File: src/rtl/multicycle_seq_ctrl.sv
`default_nettype none
// ============================================================================
// multicycle_seq_ctrl : control sequencer for a multicycle MIPS-subset core
// Revision 1.0 - initial release
// ============================================================================
module multicycle_seq_ctrl #(
  parameter int MEM_HANDSHAKE = 1,
  parameter int CNT_W         = 32
) (
  input  logic             Clk,
  input  logic             Clrn,
  input  logic [5:0]       Op,
  input  logic             Mem_Ready,
  input  logic             Zero,
  output logic             PC_En,
  output logic             IR_En,
  output logic             AB_En,
  output logic             ALUOut_En,
  output logic             MDR_En,
  output logic             Reg_Wr,
  output logic             Mem_Rd,
  output logic             Mem_Wr,
  output logic             IorD,
  output logic [1:0]       PC_Src,
  output logic             RegDst,
  output logic             MemToReg,
  output logic [1:0]       ALU_Op,
  output logic [1:0]       ALUSrcB,
  output logic             Illegal,
  output logic [2:0]       State,
  output logic [CNT_W-1:0] Instr_Cnt
);

  typedef enum logic [2:0] {
    S_IF   = 3'd0,
    S_ID   = 3'd1,
    S_EXE  = 3'd2,
    S_MEM  = 3'd3,
    S_WB   = 3'd4,
    S_HALT = 3'd5
  } state_t;

  localparam logic [5:0] OP_R    = 6'h00;
  localparam logic [5:0] OP_J    = 6'h02;
  localparam logic [5:0] OP_BEQ  = 6'h04;
  localparam logic [5:0] OP_ADDI = 6'h08;
  localparam logic [5:0] OP_LW   = 6'h23;
  localparam logic [5:0] OP_SW   = 6'h2B;

  localparam logic [CNT_W-1:0] CNT_ONE = {{(CNT_W-1){1'b0}}, 1'b1};

  state_t           state;
  logic [CNT_W-1:0] cnt;
  logic             illegal_q;
  logic             rdy;
  logic             exe_op;

  assign rdy    = (MEM_HANDSHAKE != 0) ? Mem_Ready : 1'b1;
  assign exe_op = (Op == OP_R) || (Op == OP_ADDI) || (Op == OP_LW) ||
                  (Op == OP_SW) || (Op == OP_BEQ);

  always_ff @(posedge Clk) begin
    if (!Clrn) begin
      state     <= S_IF;
      cnt       <= '0;
      illegal_q <= 1'b0;
    end else begin
      case (state)
        S_IF: if (rdy) state <= S_ID;
        S_ID: begin
          if (Op == OP_J) begin
            state <= S_IF;
            cnt   <= cnt + CNT_ONE;
          end else if (exe_op) begin
            state <= S_EXE;
          end else begin
            state     <= S_HALT;
            illegal_q <= 1'b1;
          end
        end
        S_EXE: begin
          case (Op)
            OP_R, OP_ADDI: state <= S_WB;
            OP_LW, OP_SW:  state <= S_MEM;
            OP_BEQ: begin
              state <= S_IF;
              cnt   <= cnt + CNT_ONE;
            end
            default:       state <= S_IF;
          endcase
        end
        S_MEM: begin
          if (rdy) begin
            if (Op == OP_SW) begin
              state <= S_IF;
              cnt   <= cnt + CNT_ONE;
            end else begin
              state <= S_WB;
            end
          end
        end
        S_WB: begin
          state <= S_IF;
          cnt   <= cnt + CNT_ONE;
        end
        S_HALT:  state <= S_HALT;
        default: state <= S_IF;
      endcase
    end
  end

  always_comb begin
    PC_En     = 1'b0;
    IR_En     = 1'b0;
    AB_En     = 1'b0;
    ALUOut_En = 1'b0;
    MDR_En    = 1'b0;
    Reg_Wr    = 1'b0;
    Mem_Rd    = 1'b0;
    Mem_Wr    = 1'b0;
    IorD      = 1'b0;
    PC_Src    = 2'b00;
    RegDst    = 1'b0;
    MemToReg  = 1'b0;
    ALU_Op    = 2'b00;
    ALUSrcB   = 2'b00;
    case (state)
      S_IF: begin
        Mem_Rd  = 1'b1;
        ALUSrcB = 2'b01;
        IR_En   = rdy;
        PC_En   = rdy;
      end
      S_ID: begin
        AB_En     = 1'b1;
        ALUOut_En = 1'b1;
        ALUSrcB   = 2'b11;
        if (Op == OP_J) begin
          PC_En  = 1'b1;
          PC_Src = 2'b10;
        end
      end
      S_EXE: begin
        case (Op)
          OP_R: begin
            ALU_Op    = 2'b10;
            ALUOut_En = 1'b1;
          end
          OP_ADDI, OP_LW, OP_SW: begin
            ALUSrcB   = 2'b10;
            ALUOut_En = 1'b1;
          end
          OP_BEQ: begin
            ALU_Op = 2'b01;
            PC_Src = 2'b01;
            PC_En  = Zero;
          end
          default: ;
        endcase
      end
      S_MEM: begin
        IorD = 1'b1;
        if (Op == OP_SW) begin
          Mem_Wr = 1'b1;
        end else begin
          Mem_Rd = 1'b1;
          MDR_En = rdy;
        end
      end
      S_WB: begin
        Reg_Wr   = 1'b1;
        RegDst   = (Op == OP_R);
        MemToReg = (Op == OP_LW);
      end
      default: ;
    endcase
    // Reset must never let a datapath register load or a memory access start.
    if (!Clrn) begin
      PC_En     = 1'b0;
      IR_En     = 1'b0;
      AB_En     = 1'b0;
      ALUOut_En = 1'b0;
      MDR_En    = 1'b0;
      Reg_Wr    = 1'b0;
      Mem_Rd    = 1'b0;
      Mem_Wr    = 1'b0;
    end
  end

  assign State     = state;
  assign Instr_Cnt = cnt;
  assign Illegal   = illegal_q;

endmodule
`default_nettype wire
File: config.mk
export PLATFORM = sky130hd
export DESIGN_NAME = multicycle_seq_ctrl
export DESIGN_NICKNAME = d
export VERILOG_FILES = /design/src/rtl/multicycle_seq_ctrl.sv
export SDC_FILE = /design/constraint.sdc
export NUM_CORES = 1
export LEC_CHECK = 0
export CORE_UTILIZATION = 40
export CTS_CLUSTER_DIAMETER = 30
export DETAILED_ROUTE_END_ITERATION = 16
export HOLD_SLACK_MARGIN = 0.15
export PLACE_DENSITY = 0.76
export RECOVER_POWER = 25
export SLEW_MARGIN = 20
export SYNTH_ARGS = -nofsm -noshare
export SYNTH_HDL_FRONTEND = slang
export SYNTH_SLANG_ARGS = --single-unit
File: constraint.sdc
create_clock -name Clk -period 4.5 [get_ports Clk]
set_input_delay 0.45 -clock Clk [delete_from_list [all_inputs] [get_ports Clk]]
set_output_delay 0.45 -clock Clk [all_outputs]
set_load 0.01 [all_outputs]
==> metrics.csv, run 1 <==
stage;metric;value;unit
place;setup slack at placement;1.37;ns
global_route;vias in the first global route;1947;
drt;vias per inst;5.89;
critical_path;Worst EP arrival;2.71;ns
critical_path;Critical Path Max Stage Delay;0.56;ns
timing;RSZ-0062 raised after global routing;no;
clock_tree;Reg clk slew, reported paths;0.06;ns
global_route;initial antenna violation count;0;
final_layout;Core Util, Final;0.557;
drt;Starting DRT DRC Count;160;
drt;vias;2357;
clock_tree;CTS tree;yes;
floorplanning;num rows;26;
final_layout;Layout Nets;340;
timing;Slew Limit Headroom;0.584;
pwr;sw power;0.258;mW
pwr;Leak Pwr;0.906;nW
critical_path;critical path data required time;4.05;ns
global_route;GR Overflow Total;0;
logic_synthesis;Syn Inst Count;275;
place;HPWL after detailed placement;4.02;mm
critical_path;startpoint types;primary input;
final_layout;P&R area growth vs syn;33.3;%
critical_path;crit-path max FO;6;
final_layout;layout cells sized above 1;0.0394;
pwr;Logic pwr share;0.259;
drt;Final ANT Viol Nets;0;
worst_hold_path;Hold WC Path Type;reg2reg;
global_route;gr usage total;0.206;
logic_synthesis;Most used DFF post-synth;dfxtp_1;
floorplanning;Starting Density;0.418;
clock_tree;clk sinks;36;
timing;worst hold slack;0.446;ns
critical_path;CP max stage cell;clkdlybuf4s50_1;
floorplanning;num ports;63;
outcome;status;finished, final reports clean;
pwr;switch share;0.324;
timing;Final Cycle Share;0.701;
pwr;Max rail drop VDD;0.170;mV
critical_path;R2R depth;6;
logic_synthesis;post-synthesis register bit count;36;
logic_synthesis;Syn. warnings;0;
timing;max-slew violation count;0;
critical_path;cell mode on critical path;clkdlybuf4s50_1;
logic_synthesis;Post-synth EDFFs;0;
drt;Total Wirelength;5.67;mm
clock_tree;Root Driver;clkbuf_8;
logic_synthesis;Syn Area/Cell;7.81;um2
critical_path;cell class contributing the biggest share of worst-path delay;buffers and inverters;
logic_synthesis;Unique masters post-synth;45;
clock_tree;Setup Buffers After CTS;0;
clock_tree;clock latency on the worst-skew pair;0.28;ns
place;DP Area;2770;um2
final_layout;antenna cells;0;
pwr;power share of the clock group;0.296;
floorplanning;CORE AREA;5140;um2
floorplanning;die width;75.3;um
global_route;largest net degree at the start of global routing;62;
pwr;Power Internal;0.539;mW
logic_synthesis;Synth Net Count;286;
place;I/O Buffers;62;
floorplanning;Die Y;75.3;um
clock_tree;post-cts sizing count;0;
critical_path;CP Capture Type;output port;
timing;final worst slack;1.34;ns
clock_tree;Hold Buf Count CTS;0;
timing;Fmax achieved;317;MHz
pwr;power per cell area;279;nW/um2
critical_path;crit path kind;in2out;
pwr;Flop pwr share;0.445;
place;Placer Congestion;0.965;
clock_tree;CTS Buf Count;5;
critical_path;CP cell instances;clkdlybuf4s50_1 > nor3_2 > nand3_1 > nor3_1 > a22oi_1 > nor3b_1 > clkdlybuf4s50_1;
clock_tree;CTS H-Tree Depth;2;
flow_run;Max-cap violations;0;
clock_tree;maximum clock path buffer count;2;
timing;minimum clock period;3.16;ns
logic_synthesis;Async SR Flop Fraction;0;
logic_synthesis;Netlist Area Pre-Place;2150;um2
timing;Setup violations, final;0;
final_layout;post-route cell area;2860;um2
critical_path;Worst path depth;7;
drt;First-pass DRT Iterations;4;
drt;drt drc;0;
timing;Final Hold Vio Count;0;
critical_path;worst path bufs/invs;2;
timing;Least-Margin Pin Slew;0.619;ns
logic_synthesis;sequential area share after synthesis;0.335;
timing;setup TNS;0;ns
drt;wire per inst;14.2;um
timing;clock skew;0.00606;ns
floorplanning;Die Area;5670;um2
worst_hold_path;Worst Hold Depth;2;
global_route;first-pass GRT wire length;9.11;mm
==> worst reg2reg max path, cell delays in order (launching register included) <==
cell     delay, ns
dfxtp_1       0.42
ha_1          0.25
nand4_1       0.25
nor3_1        0.33
nand3_1       0.34
or4_1         0.57
a21oi_1       0.15
==> path summary, 6_finish.rpt <==
kind / startpoint / to / slack [ns]
worst max-delay path: Op[0] / PC_En / 1.34
worst min-delay path: Illegal$_SDFFE_PN0P_ / Illegal$_SDFFE_PN0P_ / 0.45
worst max register to register: Instr_Cnt[0]$_SDFFE_PN0P_ / Instr_Cnt[24]$_SDFFE_PN0P_ / 2.13
worst min register to register: Illegal$_SDFFE_PN0P_ / Illegal$_SDFFE_PN0P_ / 0.45
==> routing by layer <==
layer,GRT usage,part of all wire
met1,0.280,0.46
met2,0.333,0.48
met3,0.0455,0.053
met4,0.0514,0.0076
met5,0,0
==> flip-flops by register name, indices dropped and copies added (netlist names) <==
| name | cells |
|---|---|
| Instr_Cnt | 32 |
| Illegal | 1 |
| State | 3 |
==> cell type report <==
| class | instances | area, um2 |
|---|---|---|
| multi-input combinational | 216 | 1310 |
| timing repair buffer | 63 | 628 |
| clock buffer | 8 | 90.1 |
| sequential | 36 | 721 |
| inverter | 7 | 26.3 |
| fill | 532 | 2280 |
| tap | 70 | 87.6 |
==> cells in the final DEF, fill, tap and decap left out, types with 2 or more instances in the layout <==
cell,count
inv_1,7
o211ai_1,2
nand2_1,24
nor3b_1,3
mux2_2,2
nor4_1,2
a31oi_1,2
a221oi_1,2
clkbuf_1,2
xor2_1,2
and2_1,4
o21ai_0,10
nand2b_1,3
nand4_1,9
o41ai_1,2
or4b_1,2
or3_1,10
a21oi_1,33
or4_1,22
o31ai_1,19
nor3_1,7
clkbuf_8,6
and3_1,4
nand3_1,18
nor2_1,18
dfxtp_1,36
clkdlybuf4s50_1,40
dlygate4sd3_1,22
==> synth_stat cells, drive strengths merged (8+ instances only) <==
cell type,n,area [um2]
a21oi,33,165
buf,9,65.1
dfxtp,36,721
nand2,24,90.1
nand3,18,90.1
nand4,9,56.3
nor2,19,73.8
nor3,8,45.0
o21ai,10,50.1
o31ai,19,143
or3,10,62.6
or4,22,165
==> cells by family after synthesis <==
logic type / synth area share
and+or+nand+nor: 0.355
DFF: 0.335
adders and majority gates: 0.00582
muxes: 0.0151
xor gates and xnor gates: 0.00816
buffers and inverters: 0.0548
AOI/OAI and AO/OA: 0.226
==> stage by stage <==
stage | cells | power [mW]
after floorplan | 275 | 0.505
after global placement | 392 | 0.566
after detailed placement | 392 | 0.569
after CTS | 400 | 0.803
after global routing | 400 | 0.841
final | 400 | 0.797
==> power by group through the flow <==
stage          Clock (mW)  Combinational (mW)  Sequential [mW]
4_1_cts             0.240               0.208            0.354
5_1_grt             0.255               0.228            0.358
3_5_place_dp            0               0.208            0.362
2_1_floorplan           0               0.151            0.355
3_3_place_gp            0               0.205            0.362
6_report            0.236               0.206            0.355
(Power assumes the default switching activity.)
==> run 2: changes to the inputs <==
==> constraint.sdc (replaced) <==
create_clock -name Clk -period 3.2 [get_ports Clk]
set_input_delay 0.32 -clock Clk [delete_from_list [all_inputs] [get_ports Clk]]
set_output_delay 0.32 -clock Clk [all_outputs]
set_load 0.01 [all_outputs]
==> metrics.csv, run 2 (synthesis results as in run 1) <==
stage;metric;value;unit;change
outcome;status;finished, final reports clean;;
pwr;Flop pwr share;0.446;;about the same
clock_tree;CTS Buf Count;5;;unchanged
timing;Final Hold Vio Count;0;;unchanged
drt;wire per inst;14.0;um;-1.3%
clock_tree;Setup Buffers After CTS;0;;unchanged
global_route;GR Overflow Total;0;;unchanged
timing;Slew Limit Headroom;0.624;;+0.0396
clock_tree;clk sinks;36;;unchanged
pwr;sw power;0.365;mW;+41%
global_route;first-pass GRT wire length;8.98;mm;-1.5%
critical_path;crit path kind;in2out;;
final_layout;most frequent cells in the layout;40 x clkdlybuf4s50_1, 36 x dfxtp_1, 33 x a21oi_1;;
drt;drt drc;0;;unchanged
clock_tree;CTS tree;yes;;
critical_path;crit-path max FO;6;;unchanged
drt;vias per inst;5.88;;-0.29%
final_layout;Fill cells;506;;-4.9%
critical_path;startpoint types;primary input;;
pwr;Leak Pwr;0.921;nW;+1.7%
worst_hold_path;Hold Crit Endpoint;Illegal$_SDFFE_PN0P_;;
drt;Total Wirelength;5.62;mm;-0.78%
clock_tree;clock latency on the worst-skew pair;0.28;ns;about the same
final_layout;P&R area growth vs syn;34.1;%;
place;HPWL after detailed placement;3.98;mm;-0.98%
timing;Fmax achieved;352;MHz;
floorplanning;num ports;63;;unchanged
pwr;Power Internal;0.756;mW;+40%
place;Placer Congestion;0.950;;-1.6%
pwr;Final Power;1.12;mW;+41%
floorplanning;Die Y;75.3;um;unchanged
final_layout;commonest non-fill, non-tap cell in the layout;clkdlybuf4s50_1;;
final_layout;antenna cells;0;;unchanged
critical_path;reg-to-reg slack, setup;0.83;ns;-1.30 ns
timing;Least-Margin Pin Slew;0.564;ns;-0.0546 ns
clock_tree;Reg clk slew, reported paths;0.07;ns;about the same
critical_path;Worst EP arrival;2.52;ns;-0.19 ns
clock_tree;Hold Buf Count CTS;0;;unchanged
clock_tree;CTS H-Tree Depth;2;;unchanged
global_route;initial antenna violation count;0;;unchanged
drt;First-pass DRT Iterations;4;;unchanged
pwr;power per cell area;389;nW/um2;+40%
floorplanning;Die Area;5670;um2;unchanged
floorplanning;die width;75.3;um;unchanged
place;I/O Buffers;62;;unchanged
pwr;power share of the clock group;0.294;;-0.002
critical_path;R2R depth;6;;unchanged
pwr;Logic pwr share;0.260;;about the same
final_layout;max reg flops;32;;unchanged
floorplanning;Starting Density;0.418;;unchanged
timing;clock skew;0.00440;ns;-0.00166 ns
global_route;vias in the first global route;1926;;-1.1%
worst_hold_path;Worst Hold Depth;2;;unchanged
timing;Final Cycle Share;0.889;;
critical_path;CP Capture Type;output port;;
critical_path;critical path data required time;2.88;ns;-1.17 ns
drt;Final ANT Viol Nets;0;;unchanged
worst_hold_path;Hold Path Origin;Illegal$_SDFFE_PN0P_;;
final_layout;layout cells sized above 1;0.0512;;+0.0118
flow_run;Max-cap violations;0;;unchanged
final_layout;Layout Nets;342;;+0.59%
timing;minimum clock period;2.84;ns;
drt;Starting DRT DRC Count;144;;-10%
clock_tree;maximum clock path buffer count;2;;unchanged
global_route;gr usage total;0.203;;-0.00347
clock_tree;Root Driver;clkbuf_8;;
drt;vias;2362;;+0.21%
timing;max-slew violation count;0;;unchanged
clock_tree;post-cts sizing count;0;;unchanged
timing;setup TNS;0;ns;unchanged
timing;Setup violations, final;0;;unchanged
timing;RSZ-0062 raised after global routing;no;;
worst_hold_path;Hold WC Path Type;reg2reg;;
floorplanning;num rows;26;;unchanged
global_route;largest net degree at the start of global routing;62;;unchanged
pwr;switch share;0.326;;+0.00208
floorplanning;CORE AREA;5140;um2;unchanged
critical_path;reg2reg end;Instr_Cnt[24]$_SDFFE_PN0P_;;
critical_path;critical register-to-register path startpoint;Instr_Cnt[0]$_SDFFE_PN0P_;;
pwr;Max rail drop VDD;0.375;mV;+120%
## run 2: changes by cell type in the layout (fill, tap and decap cells not counted)
cell | previous run | this run
clkinv_2 | 0 | 2
clkbuf_1 | 2 | 0
buf_4 | 1 | 3
## run 2: stage by stage
| step | util | std cells | area, um2 | hold WS, ns | setup slack (ns) |
|---|---|---|---|---|---|
| 6_report | 0.560 | 402 | 2880 | 0.451 | 0.356 |
| 5_1_grt | 0.560 | 402 | 2880 | 0.467 | 0.173 |
| 4_1_cts | 0.560 | 402 | 2880 | 0.462 | 0.320 |
| 3_5_place_dp | 0.542 | 394 | 2790 | 0.446 | 0.309 |
| 3_3_place_gp | 0.542 | 394 | 2790 | 0.440 | 0.406 |
| 2_1_floorplan | - | 275 | 2150 | 0.470 | 1.16 |
## run 2: final cells by class
type,count,area [um2],share of cell area
Clock inverter,2,10.0,0.00348
Timing Repair Buffer,65,643,0.223
Multi-Input combinational cell,216,1310,0.455
Inverter,7,26.3,0.00912
Clock buffer,6,82.6,0.0287
Tap cell,70,87.6,0.0304
Sequential cell,36,721,0.250
## run 2: worst max path at each step
stage                               start  endpoint  slack, ns  depth (start not counted)
global route                        Op[0]     PC_En       0.17                          7
global placement                    Op[0]     PC_En       0.41                          7
floorplan           State[1]$_SDFFE_PN0P_     PC_En       1.16                          5
CTS                                 Op[0]     PC_En       0.32                          7
finish                              Op[0]     PC_En       0.36                          7
detailed placement                  Op[0]     PC_En       0.31                          7
## run 2: critical path, stage by stage
cell and delay, ns:
clkdlybuf4s50_1 0.50, nor3_2 0.37, nand3_1 0.13, nor3_1 0.31, a22oi_1 0.14, nor3b_1 0.20
clkdlybuf4s50_1 0.56
## run 2: per-layer routing
metal  GRT usage  share of wire  vias up
li1            -              -     1176
met1       0.279           0.47     1123
met2       0.326           0.48       59
met3      0.0308          0.041        4
met4      0.0638          0.010        0
met5           0              0        -
## run 2: power groups by stage
stage | sequential [mW] | clock, mW | combinational [mW]
after global routing | 0.503 | 0.356 | 0.321
after global placement | 0.509 | 0 | 0.288
after detailed placement | 0.510 | 0 | 0.292
after CTS | 0.499 | 0.340 | 0.292
after floorplan | 0.499 | 0 | 0.212
final | 0.499 | 0.330 | 0.292
